--- src/rtl/cart_loader.sv ---
// cart_loader: ioctl cart download sequencer (ioctl_* from hps_io, ram_* to cart dpram, cart_*/joy*/size/ready latched for the core)
module cart_loader #(
  parameter logic [7:0] BIOS_INDEX = 8'd0,
  parameter int         HDR_LEN    = 128,
  parameter int         RAM_AW     = 18
) (
  input  logic              clk_sys,
  input  logic              reset,
  input  logic              ioctl_download,
  input  logic [7:0]        ioctl_index,
  input  logic              ioctl_wr,
  input  logic [24:0]       ioctl_addr,
  input  logic [7:0]        ioctl_dout,
  output logic              ioctl_wait,
  output logic [RAM_AW-1:0] ram_addr,
  output logic [7:0]        ram_data,
  output logic              ram_we,
  output logic              cart_is_7800,
  output logic [15:0]       cart_flags,
  output logic [7:0]        joy0_type,
  output logic [7:0]        joy1_type,
  output logic [7:0]        cart_region,
  output logic [7:0]        cart_save,
  output logic [31:0]       cart_size,
  output logic              cart_ready,
  output logic              busy,
  output logic              overflow
);
  typedef enum logic [2:0] {IDLE, PROBE, REPLAY, HEADER, DATA, FINISH} state_t;
  state_t state, state_n;
  logic cdl, cdl_q, start, stop, stb, probe_hit, is_atari, rp_last, done;
  logic [7:0] pbuf [0:7];
  logic [2:0] pcnt, rp, rn;
  logic [RAM_AW:0] wc;
  assign cdl = ioctl_download & (ioctl_index != BIOS_INDEX);
  assign start = cdl & ~cdl_q;
  assign stop = ~cdl & cdl_q;
  assign stb = ioctl_wr & cdl;
  assign probe_hit = stb & (state == PROBE) & (ioctl_addr == 25'd5);
  assign is_atari = {pbuf[1], pbuf[2], pbuf[3], pbuf[4], ioctl_dout} == "ATARI";
  assign rp_last = rp == rn - 3'd1;
  assign ioctl_wait = (state == REPLAY) | (probe_hit & ~is_atari);
  assign busy = state != IDLE;
  always_ff @(posedge clk_sys) state <= reset ? IDLE : state_n;
  always_comb begin
    state_n = state;
    if (start) state_n = PROBE;
    else
      case (state)
        PROBE:   if (probe_hit) state_n = is_atari ? HEADER : REPLAY;
                 else if (stop) state_n = (pcnt == 3'd0) ? FINISH : REPLAY;
        REPLAY:  if (rp_last) state_n = (done | stop) ? FINISH : DATA;
        HEADER:  if (stop) state_n = FINISH;
                 else if (stb && ioctl_addr == 25'(HDR_LEN - 1)) state_n = DATA;
        DATA:    if (stop) state_n = FINISH;
        FINISH:  state_n = IDLE;
        default: state_n = IDLE;
      endcase
  end
  always_ff @(posedge clk_sys) begin
    if (reset) begin
      cdl_q <= 1'b0;
      pcnt <= '0;
      rp <= '0;
      rn <= '0;
      done <= 1'b0;
      wc <= '0;
      ram_we <= 1'b0;
      ram_addr <= '0;
      ram_data <= '0;
      cart_is_7800 <= 1'b0;
      cart_flags <= '0;
      joy0_type <= 8'd1;
      joy1_type <= 8'd1;
      cart_region <= '0;
      cart_save <= '0;
      cart_size <= '0;
      cart_ready <= 1'b0;
      overflow <= 1'b0;
    end else begin
      cdl_q <= cdl;
      ram_we <= 1'b0;
      if (start) begin
        cart_is_7800 <= 1'b0;
        cart_flags <= '0;
        joy0_type <= 8'd1;
        joy1_type <= 8'd1;
        cart_region <= '0;
        cart_save <= '0;
        cart_size <= '0;
        overflow <= 1'b0;
        wc <= '0;
        done <= 1'b0;
        pcnt <= {2'b00, stb};
        if (stb) pbuf[ioctl_addr[2:0]] <= ioctl_dout;
      end else
        case (state)
          PROBE: begin
            if (stb) begin
              pbuf[ioctl_addr[2:0]] <= ioctl_dout;
              pcnt <= pcnt + 3'd1;
            end
            if (probe_hit && is_atari) cart_is_7800 <= 1'b1;
            else if (probe_hit) begin
              ram_we <= 1'b1;
              ram_addr <= '0;
              ram_data <= pbuf[0];
              wc <= (RAM_AW+1)'(1);
              rp <= 3'd1;
              rn <= 3'd6;
            end else if (stop) begin
              rp <= '0;
              rn <= pcnt;
              done <= 1'b1;
            end
          end
          REPLAY: begin
            ram_we <= 1'b1;
            ram_addr <= wc[RAM_AW-1:0];
            ram_data <= pbuf[rp];
            wc <= wc + (RAM_AW+1)'(1);
            rp <= rp + 3'd1;
            if (stop) done <= 1'b1;
          end
          HEADER:
            if (stb)
              case (ioctl_addr)
                25'd53:  cart_flags[15:8] <= ioctl_dout;
                25'd54:  cart_flags[7:0] <= ioctl_dout;
                25'd55:  joy0_type <= ioctl_dout;
                25'd56:  joy1_type <= ioctl_dout;
                25'd57:  cart_region <= ioctl_dout;
                25'd58:  cart_save <= ioctl_dout;
                default: ;
              endcase
          DATA:
            if (stb) begin
              if (wc[RAM_AW]) overflow <= 1'b1;
              else begin
                ram_we <= 1'b1;
                ram_addr <= wc[RAM_AW-1:0];
                ram_data <= ioctl_dout;
                wc <= wc + (RAM_AW+1)'(1);
              end
            end
          FINISH: begin
            cart_size <= 32'(wc);
            cart_ready <= 1'b1;
          end
          default: ;
        endcase
    end
  end
endmodule

--- config.mk ---
export PLATFORM = sky130hd
export DESIGN_NAME = cart_loader
export DESIGN_NICKNAME = d
export VERILOG_FILES = /design/src/rtl/cart_loader.sv
export SDC_FILE = /design/constraint.sdc
export NUM_CORES = 1
export LEC_CHECK = 0
export CORE_MARGIN = 10
export CORE_UTILIZATION = 47
export CTS_CLUSTER_DIAMETER = 60
export DETAILED_ROUTE_END_ITERATION = 7
export GPL_TIMING_DRIVEN = 0
export MAX_ROUTING_LAYER = met4
export PLACE_DENSITY_LB_ADDON = 0.2
export SLEW_MARGIN = 20
export SYNTH_ARGS = -nofsm -noshare
export SYNTH_HDL_FRONTEND = slang
export SYNTH_SLANG_ARGS = --single-unit
--- constraint.sdc ---
create_clock -name clk_sys -period 3.2 [get_ports clk_sys]
set_clock_uncertainty 0.05 [all_clocks]
set_input_delay 0.64 -clock clk_sys [delete_from_list [all_inputs] [get_ports clk_sys]]
set_output_delay 0.64 -clock clk_sys [all_outputs]
set_load 0.01 [all_outputs]
==> results by group <==
Clock tree
  – CTS Buf Count: 17
  – CTS tree: yes
  – H-tree depth: 4
  – CTS max path bufs: 2
  – CTS Sinks: 197
  – Worst-path clk slew: 0.07 ns
  – Worst-Skew Late Latency: 0.44 ns
  – Hold buffers post-CTS: 0
  – CTS Root Cell: clkbuf_16

Run status
  – Outcome: finished, final reports clean

Power
  – Power Total: 4.98 mW
  – Pwr Density: 446 nW/um^2
  – P_leak: 3.97 nW
  – Peak supply drop: 411 uV

Timing
  – Minimum clock period after layout: 3.16 ns
  – Setup Viol. Count Final: 0
  – Slew headroom: 42.0%
  – Unrepaired setup endpoints after global routing: true
  – Slew @ Worst Pin: 0.863 ns
  – PnR worst setup slack: 0.0444 ns
  – Final Hold Fails: 0
  – Crit share post-route: 98.6%
  – Setup TNS: 0 ns
  – Fmax: 317 MHz
  – Final Slew Violations: 0
  – Worst hold slack: 0.402 ns

Worst setup path
  – R2r endpoint: pbuf[2][0]
  – Worst Path Required: 3.24 ns
  – Slowest stage delay, CP: 0.46 ns
  – Setup crit start: state[0]
  – Startpoint types: flip-flop
  – CP Max Fanout: 10
  – R2R Setup Slk: 0.04 ns
  – CP cell instances: clkbuf_1 -> clkinv_1 -> nor3_2 -> nor2_1 -> nor3_1 -> nand2b_1 -> nor2_2
  – Register-to-Register Path Depth: 7
  – Critical R2R Launch: state[0]
  – Critical Path Sink Type: flip-flop
  – CP max stage cell: nor2_2
  – Worst Setup Path Type: flip-flop to flip-flop
  – Critical path arrival: 3.19 ns

Yosys
  – Cell with the most instances after synthesis: dfxtp_1
  – Mux contribution to synthesized area: 8.55%
  – Post-synth EDFFs: 64
  – Synth Area in Simple Gates: 20.6%
  – FF+latch count, synth: 197
  – Yosys top cell by area: dfxtp_1
  – Top cells by count, synth: dfxtp_1, nor2_1, nand2_1
  – Synth Cell Area: 8560 um^2
  – Largest cells by area after synthesis: dfxtp_1, edfxtp_1, mux2i_1
  – Synth Area in Adders: 1.17%
  – Cell count after synthesis: 846
  – Post-synth ARST share: 0%
  – Register area share after synthesis: 53.5%
  – YS warnings: 0
  – Post-synthesis xor/xnor area fraction: 0.614%
  – Area share of the largest cell type after synthesis: 31.1%
  – Largest family of logic cells by synthesized area: simple AND/OR/NAND/NOR gates
  – Syn avg cell area: 10.1 um^2
  – Compound-Gate Fraction of Synth Area: 11.1%
  – Main synth FF type: dfxtp_1
  – Netlist cell types: 59

Placed design
  – Placed Area: 10300 um^2
  – Post-DP HPWL: 17.5 mm
  – Routability cong.: 0.893
  – PortBufs: 142
  – Pre-CTS setup slack: -1.11 ns
  – Post-Place Cells: 1229

Drt
  – First-pass iteration count of the detailed router: 6
  – DR vias: 7064
  – Drt wl/cell: 18.8 um
  – Mean number of vias per cell: 5.56
  – Post-route ant nets: 0
  – DRT iter0 DRCs: 604
  – DRC errors left: 0
  – Final wirelength: 23.9 mm

Final layout
  – Layout cells sized above 1: 12.2%
  – Register area: 4580 um^2
  – Nets: 1081
  – Fin util: 62.2%
  – Design area: 11200 um^2
  – Final std cells w/o fill: 1271
  – Filler cells: 1513
  – Multi-input gate area: 3740 um^2
  – Area delta synth->final: 30.5%

Floorplanning
  – Chip height: 155 um
  – Starting density of the core: 47.7%
  – Rows: 49
  – Core area: 18000 um^2
  – Num ports: 157
  – Die area: 24000 um^2
  – Die X: 155 um

Global routing
  – Initial antenna violation count: 1
  – Via count of the first global-routing pass: 6857
  – Largest net degree at the start of global routing: 20
  – Total GRT Usage: 20.0%
  – Grt total ovfl: 0
  – Global-route wire length before repair: 37.6 mm

Hold path
  – Hold Path End: cart_flags[11]
  – Hold_sp: cart_flags[11]
  – Hold crit path type: flip-flop to flip-flop
  – Min-Delay Path Depth: 2

Flow run
  – Max-cap violations: 0
cells by family after synthesis:
group                      count (synthesis)
and+or+nand+nor                          340
DFF                                      197
AOI/OAI and AO/OA                        158
buffers and inverters                     83
muxes                                     53
adders and majority gates                  8
xor gates and xnor gates                   6
other                                      1
layout make-up:
| type | instances | area share (%) |
|---|---|---|
| flip-flops and latches | 197 | 41.0 |
| multi-input cells | 578 | 33.5 |
| repair buffers | 155 | 14.0 |
| clock buffers | 17 | 3.81 |
| plain buffers | 67 | 3.37 |
| well taps | 229 | 2.56 |
| clock inverters | 15 | 1.35 |
| inverters | 12 | 0.403 |
| diodes | 1 | 0.0224 |
how the worst max path moves through the flow:
stage / endpoint / depth (start not counted)
after floorplan: joy1_type[0] / 7
after global placement: ioctl_wait / 7
after detailed placement: ioctl_wait / 7
after CTS: pbuf[0][4] / 10
after global routing: pbuf[2][2] / 7
final: pbuf[2][0] / 7
repair_timing:
action	4_1_cts	5_1_grt
endpoints found under the setup margin	167	164
buffers inserted	5	8
resized for setup	50	40
hold endpoints to repair	0	0
pin swaps	5	10
critical path, delay by kind of cell (launching register included):
kind                   cells  cell delay [ns]
AND/OR/NAND/NOR            5             1.67
buffers and inverters      2             0.76
flip-flops                 1             0.33
routing by layer:
layer	routed length (um)	vias to the layer above	track usage (%)	share of wire (%)
li1	-	3430	-	-
met1	9840	3359	23.8	41
met2	11900	249	32.6	50
met3	1860	26	5.87	7.8
met4	291	0	5.26	1.2
met5	0	-	-	0
flip-flops by register name (all words and copies together) (netlist names), 3 cells and up, named ones only:
register     flops
pcnt             3
state            3
cart_flags      16
wc              19
cart_region      8
cart_save        8
ram_data         8
joy1_type        8
cart_size       19
joy0_type        8
ram_addr        18
rn               3
pbuf            64
rp               3
report_power, final:
group          total, mW  internal (mW)  leakage (nW)  switching, mW
logic              0.303          0.117          2.03          0.186
clock network       2.09           1.07         0.292           1.02
registers           2.59           2.58          1.65        0.00463
layout by cell type, fill, tap and decap left out, types with 8 or more instances in the layout:
cell type        count
nand4_1             25
nor3_1               9
buf_4               26
dfxtp_1            133
a21oi_1             63
nand3_1             41
conb_1              13
mux4_2              16
buf_2                8
edfxtp_1            64
clkbuf_16           17
nor2_1              73
o31ai_1             15
o21ai_0             38
nand2_1             78
mux2i_1             36
inv_1               10
nand2b_1            34
a211oi_1            11
ha_1                 8
clkdlybuf4s50_1    121
nor2b_1              8
dlymetal6s2s_1      15
clkbuf_1            32
or4_1               14
(Power assumes the default switching activity.)
